<file path="src/rtl/iq_decimator.sv">
// -----------------------------------------------------------------------------
// iq_decimator
//
// Accumulate-and-dump decimator for a signed I/Q sample stream. Every
// RATIO = 2**CNT_W accepted samples the per-channel sums are divided by RATIO
// (arithmetic shift) and presented on iout/qout together with a one-cycle
// out_valid strobe. The phase counter is exported so downstream logic can
// align to the same count convention as the transmit-side upsampler.
//
// Optional feature (compile-time macro DECIM_ROUND_EN):
//   defined   -> round-half-up: 2**(CNT_W-1) is added before the shift
//   undefined -> plain floor (truncating arithmetic shift), no rounding adder
//
// Ports:
//   clk        system clock, rising edge
//   rst_n      synchronous active-low reset
//   in_valid   qualifies iin/qin; state advances only when high
//   sync       phase realign: forces block phase to 0 (sample, if valid,
//              opens the new block)
//   iin, qin   signed IN_W input samples
//   iout, qout signed IN_W decimated outputs, registered, held between strobes
//   out_valid  one-cycle strobe, iout/qout are new this cycle
//   count      number of samples accumulated in the open block
// -----------------------------------------------------------------------------
module iq_decimator #(
    parameter int IN_W  = 4,
    parameter int CNT_W = 4,
    parameter int ACC_W = IN_W + CNT_W
) (
    input  logic                    clk,
    input  logic                    rst_n,
    input  logic                    in_valid,
    input  logic                    sync,
    input  logic signed [IN_W-1:0]  iin,
    input  logic signed [IN_W-1:0]  qin,
    output logic signed [IN_W-1:0]  iout,
    output logic signed [IN_W-1:0]  qout,
    output logic                    out_valid,
    output logic [CNT_W-1:0]        count
);

    localparam logic [CNT_W-1:0] CNT_LAST = {CNT_W{1'b1}};

`ifdef DECIM_ROUND_EN
    localparam logic signed [ACC_W-1:0] RND_C = ACC_W'(1'b1) <<< (CNT_W - 1);
`endif

    logic signed [ACC_W-1:0] acc_i_r, acc_q_r;
    logic signed [ACC_W-1:0] acc_i_nxt_s, acc_q_nxt_s;
    logic [CNT_W-1:0]        count_r, count_nxt_s;
    logic signed [IN_W-1:0]  iout_r, qout_r, iout_nxt_s, qout_nxt_s;
    logic                    out_valid_r, out_valid_nxt_s;

    logic signed [ACC_W-1:0] sext_i_s, sext_q_s;
    logic signed [ACC_W-1:0] sum_i_s, sum_q_s;
    logic signed [ACC_W-1:0] rnd_i_s, rnd_q_s;
    logic signed [ACC_W-1:0] sh_i_s, sh_q_s;

    // Datapath: sign extension, block sum, optional rounding and divide by RATIO.
    always_comb begin
        sext_i_s = ACC_W'(iin);
        sext_q_s = ACC_W'(qin);
        sum_i_s  = acc_i_r + sext_i_s;
        sum_q_s  = acc_q_r + sext_q_s;
`ifdef DECIM_ROUND_EN
        rnd_i_s  = sum_i_s + RND_C;
        rnd_q_s  = sum_q_s + RND_C;
`else
        rnd_i_s  = sum_i_s;
        rnd_q_s  = sum_q_s;
`endif
        // Accumulator width guarantees the quotient fits in IN_W bits.
        sh_i_s   = rnd_i_s >>> CNT_W;
        sh_q_s   = rnd_q_s >>> CNT_W;
    end

    // Next-state control: sync realign takes priority over accept/dump.
    always_comb begin
        acc_i_nxt_s     = acc_i_r;
        acc_q_nxt_s     = acc_q_r;
        count_nxt_s     = count_r;
        iout_nxt_s      = iout_r;
        qout_nxt_s      = qout_r;
        out_valid_nxt_s = 1'b0;
        if (sync) begin
            // A valid sample on the sync cycle opens the new block; any
            // pending dump is dropped.
            if (in_valid) begin
                acc_i_nxt_s = sext_i_s;
                acc_q_nxt_s = sext_q_s;
                count_nxt_s = CNT_W'(1'b1);
            end else begin
                acc_i_nxt_s = {ACC_W{1'b0}};
                acc_q_nxt_s = {ACC_W{1'b0}};
                count_nxt_s = {CNT_W{1'b0}};
            end
        end else if (in_valid) begin
            if (count_r == CNT_LAST) begin
                iout_nxt_s      = sh_i_s[IN_W-1:0];
                qout_nxt_s      = sh_q_s[IN_W-1:0];
                out_valid_nxt_s = 1'b1;
                acc_i_nxt_s     = {ACC_W{1'b0}};
                acc_q_nxt_s     = {ACC_W{1'b0}};
                count_nxt_s     = {CNT_W{1'b0}};
            end else begin
                acc_i_nxt_s = sum_i_s;
                acc_q_nxt_s = sum_q_s;
                count_nxt_s = count_r + CNT_W'(1'b1);
            end
        end else begin
            out_valid_nxt_s = 1'b0;
        end
    end

    // State and output registers with synchronous active-low reset.
    always_ff @(posedge clk) begin
        if (!rst_n) begin
            acc_i_r     <= {ACC_W{1'b0}};
            acc_q_r     <= {ACC_W{1'b0}};
            count_r     <= {CNT_W{1'b0}};
            iout_r      <= {IN_W{1'b0}};
            qout_r      <= {IN_W{1'b0}};
            out_valid_r <= 1'b0;
        end else begin
            acc_i_r     <= acc_i_nxt_s;
            acc_q_r     <= acc_q_nxt_s;
            count_r     <= count_nxt_s;
            iout_r      <= iout_nxt_s;
            qout_r      <= qout_nxt_s;
            out_valid_r <= out_valid_nxt_s;
        end
    end

    assign iout      = iout_r;
    assign qout      = qout_r;
    assign out_valid = out_valid_r;
    assign count     = count_r;

endmodule

</file>
<file path="config.mk">
export PLATFORM = sky130hd
export DESIGN_NAME = iq_decimator
export DESIGN_NICKNAME = d
export VERILOG_FILES = /design/src/rtl/iq_decimator.sv
export SDC_FILE = /design/constraint.sdc
export NUM_CORES = 1
export LEC_CHECK = 0
export ABC_AREA = 1
export BUFFER_PORTS_ARGS = -buffer_cell sky130_fd_sc_hd__buf_2
export CAP_MARGIN = 30
export CORE_ASPECT_RATIO = 0.9
export CORE_MARGIN = 2
export CORE_UTILIZATION = 40
export CTS_CLUSTER_SIZE = 8
export DETAILED_ROUTE_END_ITERATION = 7
export GPL_ROUTABILITY_DRIVEN = 0
export GPL_TIMING_DRIVEN = 0
export HOLD_SLACK_MARGIN = 0.15
export PLACE_DENSITY = 0.65
export SYNTH_ARGS = -nofsm -noshare
export SYNTH_HDL_FRONTEND = slang
export SYNTH_SLANG_ARGS = --single-unit
</file>
<file path="constraint.sdc">
create_clock -name clk -period 2.49 [get_ports clk]
set_clock_uncertainty 0.2 [all_clocks]
set_input_delay 0.498 -clock clk [delete_from_list [all_inputs] [get_ports clk]]
set_output_delay 0.498 -clock clk [all_outputs]
set_load 0.005 [all_outputs]
</file>
==> results.md <==
* Peak VDD IR at 0.0002136 V
* Top cell type's share of synthesized area at 29.29%
* Int Power at 798.8 uW
* Worst Tran Pin Value at 0.5421 ns
* Worst skew pair latency at 0.27 ns
* Most frequent cells in the layout: nand2_1, inv_1, dfxtp_1, a21oi_1
* CP Data Arrival Time at 1.96 ns
* Buf+Inv Stages, Crit Path at 2
* Pleak at 1.239 nW
* H-tree depth at 2
* Share of cells above drive strength 1 at 12.84%
* Syn Inst Count at 298
* Post-synth cell types at 29
* Crit path cell chain: ha_1 > inv_1 > fa_1 > inv_1 > nand2_1 > a21oi_1 > xor2_1 > nand2_1 > a21oi_1
* Most common cell after layout, fill and taps aside: nand2_1
* CORE AREA at 4805 um^2
* Leading area contributor after synthesis: dfxtp_1
* Max Slew Vio Count at 0
* Sw frac at 29.40%
* Avg WL per Cell at 10.98 um
* Port Buf Inserts at 22
* Setup ws final at 0.5387 ns
* Detail-routed via count per cell at 4.773
* Post-route setup TNS at 0 ns
* Setup bufs post-CTS at 0
* Initial DRC Count at 70
* CTS Sinks at 29
* Sequential Power Share at 44.0%
* First-pass GRT wire length at 7748 um
* Post-CTS sizing at 0
* Seq cells post-synth at 29
* CP Capture Type: flop
* Antenna violation net count after detailed routing at 0
* Clock Tree Buf Depth at 2
* Die area at 5534 um^2
* Via Count at 1871
* Power Density at 500.8 nW/um^2
* WL final at 4303 um
* Vias in the first global route at 1785
* Io pins at 25
* Chip height at 70.78 um
* Synth-to-layout area growth at 14.02%
* Initial antenna violation count at 0
* CP max FO at 3
* Drc violations at 0
* Crit-path max cell delay at 0.36 ns
* Post-synthesis cell area at 1982 um^2
* Fill count at 506
* Initial Util at 41.25%
* Sequential element share of the synthesized area at 29.29%
* Total grt overflow at 0
* CP startpoint kind: flop
* Yosys synthesis warning count at 0
* Largest net degree at the start of global routing at 11
* FP Rows at 24
* Fin util at 47.03%
* WS Path Type: flop to flop
* Gr usage total at 17.27%
* Syn Area/Cell at 6.651 um^2
* Diode count at 0
* CP top delay family: adder cells
* HPWL after detailed placement at 3261 um
* Comb power frac at 21.7%
* Clock Tree Root: clkbuf_8
* Nets at 356
* Max-cap violations at 0
* Crit share post-route at 78.37%
* Pre-antenna DRT Iters at 4
* CTS tree: yes
* Syn_nets at 327
* Top post-synthesis cells by area: dfxtp_1, nand2_1, ha_1
* Slowest stage cell, crit path: fa_1
* Psw at 332.7 uW
* Hold crit path type: flop to flop
* Cts hold-fix bufs at 0
* Hold Vio Cnt, Final at 0
* RSZ-0062 raised after global routing: no
* CP required at 2.50 ns
* Final Setup Violations at 0
* Clk pin slew, worst setup/hold paths at 0.06 ns
* Status: finished, final reports clean
* Max-slew headroom at 63.86%
* Fmax at 0.5125 GHz
* Clock Power Share at 34.3%
* Num CTS Buffers at 5
* Pre-CTS WS at 0.2851 ns
* Die span in x at 78.20 um
* Post-route minimum period at 1.951 ns
## tightest hold or removal path: cells and delay by family (launching register included)
kind	cells	cell delay (ns)
flops	1	0.31
compound gates	1	0.06
simple gates	1	0.06
## power by group through the flow
stage	Combinational (mW)	Clock [mW]	Sequential [mW]
after floorplan	0.190	0	0.504
after global placement	0.240	0	0.507
after detailed placement	0.245	0	0.507
after CTS	0.246	0.396	0.497
after global routing	0.285	0.414	0.500
final	0.245	0.388	0.498
## flip-flops by register name (all words and copies together) (netlist names)
register	count
acc_q_r	8
acc_i_r	8
out_valid	1
iout	4
count	4
qout	4
## metrics by stage
step                      power [mW]  cells  cell area [um^2]  hold WS (ns)
after floorplan               0.6934    298              1982        0.2473
after global placement        0.7470    385              2173        0.2575
after detailed placement      0.7521    385              2173        0.2609
after CTS                      1.140    392              2260        0.2703
after global routing           1.199    392              2260        0.3143
final                          1.132    392              2260        0.2724
## cells in the mapped netlist
master,count
dfxtp_1,29
buf_6,3
fa_1,2
a221oi_1,1
nand3_1,22
nor2_1,21
xor2_1,2
a21oi_1,25
o21ai_0,8
a31oi_1,2
buf_4,1
clkinv_1,2
or2_2,3
nand3_2,1
nor2_8,2
inv_1,49
nand3b_1,1
nand2_1,92
ha_1,15
o22ai_1,2
a21o_1,3
a2111oi_2,1
nand2_4,1
o211ai_1,1
inv_4,1
clkinv_2,1
xnor2_1,3
nand4_1,2
clkbuf_1,2
## layout make-up
class,instances,area (um^2),area share [%]
Buffer,6,48.80,2.159
Inverter,53,202.7,8.970
Tap cell,65,81.33,3.599
Timing Repair Buffer,22,110.1,4.873
Sequential cell,29,580.6,25.69
Clock buffer,7,86.33,3.821
Multi-Input combinational cell,210,1150,50.89
## cells by family (layout without fill, tap and decap cells)
kind of cell / count (synthesis) / in the layout / share of synthesized area, %
buffers and inverters: 59 / 88 / 12.69
AOI/OAI and AO/OA: 43 / 43 / 12.31
adders and majority gates: 17 / 17 / 11.49
DFF: 29 / 29 / 29.29
and+or+nand+nor: 145 / 145 / 32.01
xor gates and xnor gates: 5 / 5 / 2.210
## worst paths after layout
check	start	to	slack [ns]	cells past startpoint
max	acc_i_r[0]	acc_i_r[4]	0.54	9
min	acc_i_r[0]	acc_i_r[0]	0.27	2
max reg2reg	acc_i_r[0]	acc_i_r[4]	0.54	9
min reg2reg	acc_i_r[0]	acc_i_r[0]	0.27	2
## per-layer routing
metal,GRT usage (%),up-vias,routed length (um)
li1,-,1002,-
met1,22.04,832,2146
met2,29.31,28,1938
met3,3.316,9,137
met4,6.043,0,81
met5,0,-,0
Power figures use the tool's default switching activity.
